### src/rtl/sub_cpu_mailbox_slave.sv
// rtl/sub_cpu_mailbox_slave.sv - Avalon-MM mailbox slave: register-pushed FIFO drained by a valid/ready stream
//
// Purpose: the sub-CPU writes 32-bit messages into a FIFO through a four-word
// register map (DATA, STATUS, CTRL, COUNT); the FIFO head is presented on a
// show-ahead valid/ready stream port to the main-CPU-side sink.
//
// Ports:
//   clk_clk, reset_reset_n      clock, asynchronous active-low reset
//   avs_address[ADDR_W-1:0]     byte address, word offset taken from [3:2]
//   avs_read / avs_write        read / write request
//   avs_writedata[31:0]         write data
//   avs_byteenable[3:0]         byte lanes (disabled DATA lanes stored as 0x00)
//   avs_burstcount              always 1, ignored
//   avs_debugaccess             ignored
//   avs_readdata[31:0]          read data, qualified by avs_readdatavalid
//   avs_readdatavalid           one-cycle strobe the cycle after a read
//   avs_waitrequest             stalls a blocking DATA write while the FIFO is full
//   st_data[31:0]               FIFO head word
//   st_valid                    head valid (non-empty and enabled)
//   st_ready                    consumer accepts the head word
module sub_cpu_mailbox_slave #(
  parameter int DEPTH  = 16,
  parameter int ADDR_W = 10,
  parameter int LVL_W  = 5
) (
  input  logic              clk_clk,
  input  logic              reset_reset_n,
  input  logic [ADDR_W-1:0] avs_address,
  input  logic              avs_read,
  input  logic              avs_write,
  input  logic [31:0]       avs_writedata,
  input  logic [3:0]        avs_byteenable,
  input  logic              avs_burstcount,
  input  logic              avs_debugaccess,
  output logic [31:0]       avs_readdata,
  output logic              avs_readdatavalid,
  output logic              avs_waitrequest,
  output logic [31:0]       st_data,
  output logic              st_valid,
  input  logic              st_ready
);

  localparam int PTR_W = (DEPTH > 1) ? $clog2(DEPTH) : 1;
  localparam logic [LVL_W-1:0] FULL_LVL = LVL_W'(DEPTH);

  logic [31:0]      mem [DEPTH];
  logic [PTR_W-1:0] wr_ptr;
  logic [PTR_W-1:0] rd_ptr;
  logic [LVL_W-1:0] level;
  logic             enable;
  logic             nonblock;
  logic             overflow;
  logic [31:0]      count;

  logic [1:0]  offset;
  logic        empty;
  logic        full;
  logic        data_wr;
  logic        ctrl_wr;
  logic        flush;
  logic        pop;
  logic        push;
  logic        drop;
  logic [31:0] wdata_masked;
  logic [31:0] status;
  logic [31:0] rd_mux;

  // Only offset bits are decoded; the remaining inputs are intentionally ignored.
  logic unused_inputs;
  assign unused_inputs = ^{avs_address[ADDR_W-1:4], avs_address[1:0],
                           avs_burstcount, avs_debugaccess};

  assign offset  = avs_address[3:2];
  assign empty   = (level == '0);
  assign full    = (level == FULL_LVL);
  assign data_wr = avs_write && (offset == 2'd0);
  assign ctrl_wr = avs_write && (offset == 2'd2);
  assign flush   = ctrl_wr && avs_writedata[2];

  assign st_valid = enable && !empty;
  // A flush in the same cycle suppresses the pop so the head is not consumed.
  assign pop      = st_valid && st_ready && !flush;
  // A full FIFO can still accept a word in a cycle where a pop frees its slot.
  assign push     = data_wr && enable && (!full || pop);
  assign drop     = data_wr && enable && nonblock && full && !pop;

  // Combinational so the stall releases in the very cycle a pop frees a slot,
  // and drops at once when reset clears enable/level.
  assign avs_waitrequest = data_wr && enable && !nonblock && full && !pop;

  assign wdata_masked = {{8{avs_byteenable[3]}} & avs_writedata[31:24],
                         {8{avs_byteenable[2]}} & avs_writedata[23:16],
                         {8{avs_byteenable[1]}} & avs_writedata[15:8],
                         {8{avs_byteenable[0]}} & avs_writedata[7:0]};

  // Gated on empty so the stream data reads 0 out of reset and after a flush.
  assign st_data = empty ? '0 : mem[rd_ptr];

  always_comb begin
    status              = '0;
    status[LVL_W-1:0]   = level;
    status[16]          = empty;
    status[17]          = full;
    status[18]          = overflow;
  end

  always_comb begin
    rd_mux = '0;
    case (offset)
      2'd1:    rd_mux = status;
      2'd2:    rd_mux = {30'd0, nonblock, enable};
      2'd3:    rd_mux = count;
      default: rd_mux = '0;
    endcase
  end

  always_ff @(posedge clk_clk) begin
    if (push) begin
      mem[wr_ptr] <= wdata_masked;
    end
  end

  always_ff @(posedge clk_clk or negedge reset_reset_n) begin
    if (!reset_reset_n) begin
      wr_ptr            <= '0;
      rd_ptr            <= '0;
      level             <= '0;
      enable            <= 1'b1;
      nonblock          <= 1'b0;
      overflow          <= 1'b0;
      count             <= '0;
      avs_readdata      <= '0;
      avs_readdatavalid <= 1'b0;
    end else begin
      if (flush) begin
        wr_ptr <= '0;
        rd_ptr <= '0;
        level  <= '0;
      end else begin
        if (push) wr_ptr <= wr_ptr + PTR_W'(1);
        if (pop)  rd_ptr <= rd_ptr + PTR_W'(1);
        case ({push, pop})
          2'b10:   level <= level + LVL_W'(1);
          2'b01:   level <= level - LVL_W'(1);
          default: level <= level;
        endcase
      end

      if (push) count <= count + 32'd1;

      if (ctrl_wr) begin
        if (avs_byteenable[0]) begin
          enable   <= avs_writedata[0];
          nonblock <= avs_writedata[1];
        end
        if (avs_writedata[3]) overflow <= 1'b0;
      end else if (drop) begin
        overflow <= 1'b1;
      end

      // A read colliding with a write is a master error; the write wins and
      // the read gets no response.
      if (avs_read && !avs_write) begin
        avs_readdatavalid <= 1'b1;
        avs_readdata      <= rd_mux;
      end else begin
        avs_readdatavalid <= 1'b0;
        avs_readdata      <= '0;
      end
    end
  end

endmodule

### config.mk
export PLATFORM = sky130hd
export DESIGN_NAME = sub_cpu_mailbox_slave
export DESIGN_NICKNAME = d
export VERILOG_FILES = /design/src/rtl/sub_cpu_mailbox_slave.sv
export SDC_FILE = /design/constraint.sdc
export NUM_CORES = 1
export LEC_CHECK = 0
export CAP_MARGIN = 0
export CORE_MARGIN = 2
export CORE_UTILIZATION = 60
export CTS_CLUSTER_DIAMETER = 30
export DETAILED_ROUTE_END_ITERATION = 16
export GPL_TIMING_DRIVEN = 1
export PLACE_DENSITY_LB_ADDON = 0.2
export SLEW_MARGIN = 20
export SYNTH_ARGS = -nofsm -noshare
export SYNTH_HDL_FRONTEND = slang
export SYNTH_SLANG_ARGS = --single-unit
export TNS_END_PERCENT = 1
### constraint.sdc
create_clock -name clk_clk -period 7.9 [get_ports clk_clk]
set_clock_uncertainty 0.05 [all_clocks]
set_input_delay 1.185 -clock clk_clk [delete_from_list [all_inputs] [get_ports clk_clk]]
set_output_delay 1.185 -clock clk_clk [all_outputs]
set_load 0.01 [all_outputs]
==> flow_summary.json, run 1 <==
{
  "post_cts_buffers": 0,
  "syn_inst": 1119,
  "yosys.area.top_type": "edfxtp_1",
  "worstSkewPairLatency_ps": 620,
  "crit_top_cell": "mux4_2",
  "finalNetCount": 1351,
  "fin_cells": 1896,
  "drive_above_1_share_pct": 27.6,
  "holdPathStages": 1,
  "io_pins": 120,
  "grt_max_degree": 102,
  "ctsHoldBuffers": 0,
  "vias_per_cell": 6.08,
  "n_fill_cell": 2112,
  "combinationalPowerShare_pct": 18.7,
  "dp_hpwl_mm": 23.4,
  "highest_layer": "met4",
  "wl_met3_mm": 2.91,
  "switching_share_pct": 25.6,
  "grt_pass1_vias": 12600,
  "vias": 11500,
  "layout_commonest_cell": "edfxtp_1",
  "clockBufferDepth": 3,
  "grt_pass1_wl_mm": 76.8,
  "finalCritPeriodShare_pct": 67.9,
  "coreArea_sq_um": 38500,
  "relSlewSlack_pct": 22.5,
  "placed_cells": 1703,
  "ys_ff_latch": 593,
  "die_h_um": 201,
  "drv_cap": 0,
  "first_pass_iters": 5,
  "synth_area_leaders": "edfxtp_1 (66%), mux4_2 (15%), dfrtp_1 (8.6%)",
  "syn_area_sq_um": 23300,
  "final_core_util_pct": 73.9,
  "ctsResizeCount": 0,
  "setup_violations": 0,
  "cts_buffers": 102,
  "antennaDiodeCount": 0,
  "drc": 0,
  "clock_sinks": 593,
  "r2r_setup_slack_ps": 4740,
  "gp_congestion": 0.771,
  "wire_per_inst_um": 26.5,
  "die_w_um": 201,
  "p_total_mw": 9.81,
  "cts_tree": "done",
  "routed-wl-met2_mm": 26.1,
  "cp-start-kind": "register",
  "routed_wl_mm": 50.2,
  "root_buffer": "clkbuf_16",
  "p_switching_mw": 2.51,
  "syn_nets": 1180,
  "powerDensity_nw_per_um2": 345,
  "htree_levels": 3,
  "tns_ps": 0,
  "tightest_slew_ps": 1160,
  "end_kind": "output pin",
  "ir_worst_vdd_mv": 0.301,
  "cp.required_ps": 6660,
  "ant_nets": 0,
  "status": "finished clean",
  "area_delta_synth_final_pct": 21.9,
  "synth-edff-count": 512,
  "r2r_start": "enable",
  "path_max_fanout": 66,
  "rows": 72,
  "synth_warnings": 0,
  "grt_antenna_before_repair": 0,
  "max_freq_ghz": 0.186,
  "ys_seq_area_share_pct": 74.7,
  "min_from": "count[31]",
  "r2r-end": "mem[5][26]",
  "hold_violations": 0,
  "clkTransAtPathRegs_ps": 50,
  "port_buffers": 109,
  "pwr-share-seq_pct": 37.5,
  "path_cells": "buf_4 -> mux4_2 -> mux4_2 -> nor2b_1 -> clkdlybuf4s50_1",
  "grt_setup_unrepaired": "no",
  "die_area_sq_um": 40400,
  "yosysTopAreaCellShare_pct": 66.0,
  "synthArstFlopShare_pct": 13.7,
  "p_int_mw": 7.30,
  "synthDistinctLibCells": 47,
  "slowest_delay_ps": 1100,
  "path_class": "reg -> out",
  "synth_area_per_cell_sq_um": 20.8,
  "drt_iter0_markers": 1039,
  "ys.flop_type": "edfxtp_1",
  "final_max_slew_viol_count": 0,
  "reg2reg_depth": 5,
  "hold_end": "count[31]",
  "p_clk_share_pct": 43.8,
  "hp-class": "reg -> reg",
  "fin_crit_ps": 5370,
  "grt_overflow_total": 0,
  "slowest_stage": "dfrtp_4",
  "final_cell_mix": "edfxtp_1 (512), mux4_2 (160), clkdlybuf4s50_1 (108)",
  "drt-met1-wl_mm": 20.0,
  "leakage_nw": 9.68,
  "critPathArrivalTime_ps": 4130,
  "start_util_pct": 60.6,
  "track_usage_pct": 25.7
}
area by class of cell:
type / instances / area, sq um / area share [%]
clock buffer: 111 / 2610 / 9.17
clock inverter: 81 / 820 / 2.88
inverter: 8 / 30.0 / 0.106
multi-input combinational: 461 / 5660 / 19.9
sequential: 593 / 17400 / 61.3
tap: 518 / 648 / 2.28
timing repair buffer: 124 / 1240 / 4.35
power groups by stage:
stage | registers (mW) | clock network (mW) | logic [mW]
after floorplan | 3.56 | 0 | 1.40
after global placement | 3.74 | 0 | 1.81
after detailed placement | 3.74 | 0 | 1.82
after CTS | 3.69 | 4.34 | 1.86
after global routing | 3.70 | 4.49 | 1.95
final | 3.68 | 4.29 | 1.83
per-layer routing:
layer / track usage, % / up-vias
li1: - / 4916
met1: 34.6 / 6092
met2: 42.7 / 424
met3: 4.78 / 94
met4: 9.52 / 0
met5: 0 / -
synthesized netlist by cell type (all sizes together) (4+ instances only):
cell type	number
mux2	4
xnor2	30
nand3	17
and2	67
xor2	8
and4	10
inv	8
a22oi	4
nand2b	4
and3	9
a21oi	7
nand4	14
mux4	160
ha	8
nand2	22
nor4	4
edfxtp	512
nor2	20
dfrtp	80
nor2b	37
nor3	9
buf	27
mux2i	7
clkbuf	30
critical path, delay by kind of cell (launching register included):
| family | cells | cell delay, ps |
|---|---|---|
| buffers and inverters | 2 | 1320 |
| AND/OR/NAND/NOR | 1 | 150 |
| multiplexers | 2 | 910 |
| flip-flops | 1 | 1100 |
sequential cells by signal (all words and copies together), names as in the netlist, 4 cells and up:
signal	count
count	32
avs_readdata	32
mem	512
rd_ptr	4
wr_ptr	4
level	5
logic make-up (layout without fill, tap and decap cells):
family                   count (synthesis)  in the layout  synth area share (%)
flip-flops                             593            593                  74.7
AND/OR/NAND/NOR                        220            220                  5.53
multiplexers                           171            171                  16.0
buffers and inverters                   65            324                  1.19
XOR/XNOR                                38             38                  1.43
AO/OA/AOI/OAI                           24             24                 0.816
adder cells (fa/ha/maj)                  8              8                 0.429
worst max path at each step:
stage                    from     endpoint  slack, ps  depth (start not counted)
5_1_grt             rd_ptr[0]   st_data[1]       2380                          5
6_report            rd_ptr[1]   st_data[1]       2530                          5
4_1_cts             rd_ptr[1]   st_data[1]       2470                          5
2_1_floorplan  avs_address[2]   mem[12][0]       4210                          7
3_5_place_dp   avs_address[3]  mem[14][17]       2760                          5
3_3_place_gp   avs_address[3]  mem[15][17]       2780                          5
metrics by stage:
step	hold WS (ps)	worst slack (ps)	area (sq um)
after floorplan	388	4210	23300
after global placement	411	2780	25000
after detailed placement	414	2760	25000
after CTS	420	2470	28400
after global routing	456	2380	28400
final	421	2530	28400
(Power assumes the default switching activity.)
==> run 2: changes to the inputs <==
Settings changed: CORE_UTILIZATION 60 to 54.
Clock period 7.9 ns to 4.9 ns, I/O delays scaled along.
==> run 2 against run 1 <==
Against the previous run: register-to-register slack got worse by 2900 ps; via count rose by 0.20%; critical path depth did not move; first-iteration DRC count fell by 13%; clock-buffer cell count rose by 11; critical endpoint is now st_data[23]; largest power group unchanged; highest routed layer is now met5.
==> flow_summary.json, run 2 (synthesis gave the netlist of run 1 again) <==
{
  "path_class": "reg -> out",
  "area_delta_synth_final_pct": 24.9,
  "drc": 0,
  "hp-class": "in -> async",
  "htree_levels": 3,
  "vias_per_cell": 5.81,
  "crit_top_cell": "mux4_2",
  "gp_congestion": 0.742,
  "holdWs_ps": 106,
  "antennaDiodeCount": 0,
  "regMostFlops": "mem",
  "wire_per_inst_um": 25.6,
  "die_h_um": 212,
  "die_area_sq_um": 44800,
  "grt_setup_unrepaired": "no",
  "finalWorstSetupSlack_ps": 650,
  "finalCritPeriodShare_pct": 86.7,
  "slowest_delay_ps": 730,
  "fin_crit_ps": 4250,
  "track_usage_pct": 23.8,
  "clockBufferDepth": 3,
  "clkTransAtPathRegs_ps": 50,
  "clock_sinks": 593,
  "final_max_slew_viol_count": 0,
  "coreArea_sq_um": 42900,
  "cts_buffers": 108,
  "ctsResizeCount": 0,
  "rows": 76,
  "worstSkewPairLatency_ps": 620,
  "final_cell_mix": "edfxtp_1 (512), mux4_2 (160), clkbuf_16 (110)",
  "setup_violations": 0,
  "ctsHoldBuffers": 0,
  "finalNetCount": 1372,
  "path_max_fanout": 37,
  "largest_register_ffs": 512,
  "routed_wl_mm": 50.8,
  "post_cts_buffers": 0,
  "n_fill_cell": 2686,
  "status": "finished clean",
  "ir_worst_vdd_mv": 0.449,
  "drv_cap": 0,
  "powerDensity_nw_per_um2": 566,
  "cp-start-kind": "register",
  "path_cells": "buf_12 -> mux4_2 -> mux4_2 -> nor2b_1 -> clkdlybuf4s50_1",
  "layout_commonest_cell": "edfxtp_1",
  "max_freq_ghz": 0.235,
  "tightest_slew_ps": 944,
  "grt_antenna_before_repair": 1,
  "grt_pass1_wl_mm": 77.3,
  "critPathArrivalTime_ps": 3460,
  "layout_top_registers": "mem (512), avs_readdata (32), count (32)",
  "r2r_setup_slack_ps": 1890,
  "grt_max_degree": 89,
  "vias": 11500,
  "port_buffers": 109,
  "slowest_stage": "dfrtp_4",
  "grt_overflow_total": 0,
  "first_pass_iters": 5,
  "hold_violations": 0,
  "cts_tree": "done",
  "tns_ps": 0,
  "relSlewSlack_pct": 37.1,
  "drt_iter0_markers": 903,
  "grt_pass1_vias": 12600,
  "post-place-ws_ps": 896,
  "die_w_um": 212,
  "start_util_pct": 54.4,
  "end_kind": "output pin",
  "io_pins": 120,
  "root_buffer": "clkbuf_16",
  "drive_above_1_share_pct": 28.6,
  "cp.required_ps": 4120,
  "leakage_nw": 9.96,
  "dp_hpwl_mm": 25.9,
  "ant_nets": 0
}
[run 2: cell count changes in the layout (fill, tap and decap cells not counted), moves of 2 or more]
cell and change:
and4_4 -3, clkinv_2 +4, buf_12 +16, clkbuf_1 +4
clkinvlp_4 -2, and4_2 +3, clkinv_8 -2, inv_6 -7
bufinv_16 +7, and2_4 -2, clkbuf_16 +8, and2_2 +2
[run 2: layer usage]
metal	global-route usage, %	wire [um]	up-vias
met5	0	16	-
met4	7.19	977	2
met3	4.98	3530	91
met2	39.1	25800	443
met1	32.7	20500	6046
li1	-	-	4967
[run 2: final cells by class]
cell class | count | area, sq um | share of cell area (%)
Clock buffer | 122 | 2810 | 9.65
Clock inverter | 81 | 936 | 3.22
Inverter | 8 | 30.0 | 0.103
Multi-Input combinational cell | 461 | 5660 | 19.4
Sequential cell | 593 | 17400 | 59.8
Tap cell | 585 | 732 | 2.51
Timing Repair Buffer | 139 | 1530 | 5.26
[run 2: report_power, final]
part,internal [mW],total (mW),switching (mW)
clock network,5.02,7.50,2.48
logic,1.82,3.13,1.31
registers,5.60,5.83,0.231
[run 2: worst max-delay path: cells and delay by family (launching register included)]
family                 cells  cell delay [ps]
multiplexers               2             1070
buffers and inverters      2              860
flip-flops                 1              730
AND/OR/NAND/NOR            1              150
[run 2: worst paths after layout]
kind	cells past startpoint	end	from
worst max register to register	5	mem[12][17]	enable
max in group asynchronous	1	rd_ptr[1]	reset_reset_n
worst min-delay path	1	count[11]	reset_reset_n
worst max-delay path	5	st_data[23]	rd_ptr[0]
worst min register to register	1	count[31]	count[31]
min in group clk_clk	1	count[31]	count[31]
[run 2: stage by stage]
stage / power, mW / std cells / utilization, % / area (sq um)
final: 16.5 / 1989 / 67.9 / 29100
after global routing: 17.1 / 1989 / 67.9 / 29100
after CTS: 16.6 / 1989 / 67.9 / 29100
after detailed placement: 9.08 / 1786 / 59.1 / 25400
after floorplan: 7.98 / 1119 / - / 23300
after global placement: 9.05 / 1786 / 59.1 / 25400
==> run 3: changes to the inputs <==
Settings changed: CELL_PAD_IN_SITES_DETAIL_PLACEMENT from default to 0, CELL_PAD_IN_SITES_GLOBAL_PLACEMENT from default to 1, CORE_UTILIZATION 54 to 48, HOLD_SLACK_MARGIN from default to 0.05.
==> run 3 against run 2 <==
Against the previous run: non-clock buffer count is 1 higher; sequential share of layout area is 0.79 points lower; flip-flop and latch count stayed put; total power is 3.9% higher; critical endpoint is now st_data[30]; largest cell class unchanged; highest routed layer unchanged.
==> flow_summary.json, run 3 (synthesis gave the netlist of run 1 again) <==
{
  "tns_ps": 0,
  "grt_pass1_wl_mm": 75.8,
  "ant_nets": 0,
  "dp_hpwl_mm": 26.2,
  "powerDensity_nw_per_um2": 580,
  "layout_commonest_cell": "edfxtp_1",
  "start_util_pct": 48.7,
  "max_freq_ghz": 0.242,
  "clockBufferDepth": 3,
  "routed_wl_mm": 50.2,
  "holdWs_ps": 73.0,
  "grt_overflow_total": 0,
  "grt_setup_unrepaired": "no",
  "post_cts_buffers": 0,
  "status": "finished clean",
  "port_buffers": 109,
  "hold_violations": 0,
  "io_pins": 120,
  "finalNetCount": 1382,
  "worstSkewPairLatency_ps": 640,
  "critPathArrivalTime_ps": 3350,
  "die_h_um": 224,
  "cp-start-kind": "register",
  "rows": 80,
  "root_buffer": "clkbuf_16",
  "clock_sinks": 593,
  "path_max_fanout": 38,
  "htree_levels": 3,
  "cts_tree": "done",
  "cp.required_ps": 4120,
  "grt_max_degree": 90,
  "layout_top_registers": "mem (512), avs_readdata (32), count (32)",
  "largest_register_ffs": 512,
  "final_max_slew_viol_count": 0,
  "die_area_sq_um": 50300,
  "gp_congestion": 0.755,
  "tightest_slew_ps": 899,
  "hp-class": "in -> async",
  "ir_worst_vdd_mv": 0.318,
  "drt_iter0_markers": 960,
  "relSlewSlack_pct": 39.9,
  "fin_crit_ps": 4140,
  "area_delta_synth_final_pct": 26.5,
  "grt_antenna_before_repair": 1,
  "p_total_mw": 17.1,
  "clkTransAtPathRegs_ps": 50,
  "end_kind": "output pin",
  "antennaDiodeCount": 0,
  "path_class": "reg -> out",
  "track_usage_pct": 20.6,
  "cts_buffers": 117,
  "die_w_um": 224,
  "first_pass_iters": 5,
  "drive_above_1_share_pct": 29.3,
  "regMostFlops": "mem",
  "drc": 0,
  "final_cell_mix": "edfxtp_1 (512), mux4_2 (160), clkbuf_16 (120)",
  "grt_pass1_vias": 12300,
  "ctsHoldBuffers": 0,
  "leakage_nw": 10.2,
  "wire_per_inst_um": 24.6,
  "finalWorstSetupSlack_ps": 763,
  "vias": 11400,
  "ctsResizeCount": 0,
  "coreArea_sq_um": 47800,
  "post-place-ws_ps": 1120,
  "vias_per_cell": 5.62,
  "finalCritPeriodShare_pct": 84.4,
  "drv_cap": 0,
  "setup_violations": 0
}
-- run 3: report_power, final --
group / leakage, nW / switching, mW / internal, mW / total, mW
Clock: 2.02 / 2.54 / 5.64 / 8.18
Sequential: 5.76 / 0.189 / 5.60 / 5.79
Combinational: 2.40 / 1.33 / 1.80 / 3.13
-- run 3: layer usage --
layer  share of wire [%]  routed length (um)  GRT usage [%]
met1                  43               21800           29.1
met2                  48               24300           32.7
met3                 6.0                3000           4.51
met4                 2.1                1050           6.17
met5               0.024                  12              0
-- run 3: worst max-delay path, stage by stage (launching register included) --
cell and delay, ps:
dfrtp_4 590, buf_12 340, mux4_2 560, mux4_2 480, nor2b_1 150, clkdlybuf4s50_1 570
-- run 3: stage by stage --
stage          util [%]  instance area [sq um]  instances
6_report           61.7                  29500       2037
5_1_grt            61.7                  29500       2037
4_1_cts            61.6                  29500       2037
3_5_place_dp       53.0                  25400       1817
3_3_place_gp       53.0                  25400       1817
2_1_floorplan         -                  23300       1119
-- run 3: area by class of cell --
class                      count  area, sq um
fill                        3370        18300
sequential                   593        17400
multi-input combinational    461         5660
clock buffer                 145         3160
timing repair buffer         140         1500
clock inverter                75          971
tap                          615          769
inverter                       8         30.0
-- run 3: final timing paths --
| path | from | to | slack (ps) | cells past startpoint |
|---|---|---|---|---|
| setup / recovery | rd_ptr[0] | st_data[30] | 760 | 5 |
| min in group clk_clk | count[31] | count[31] | 410 | 1 |
| hold / removal | reset_reset_n | level[2] | 70 | 1 |
| setup reg to reg | enable | mem[6][10] | 2090 | 6 |
| hold reg to reg | count[31] | count[31] | 410 | 1 |
| max in group asynchronous | reset_reset_n | rd_ptr[1] | 4150 | 1 |
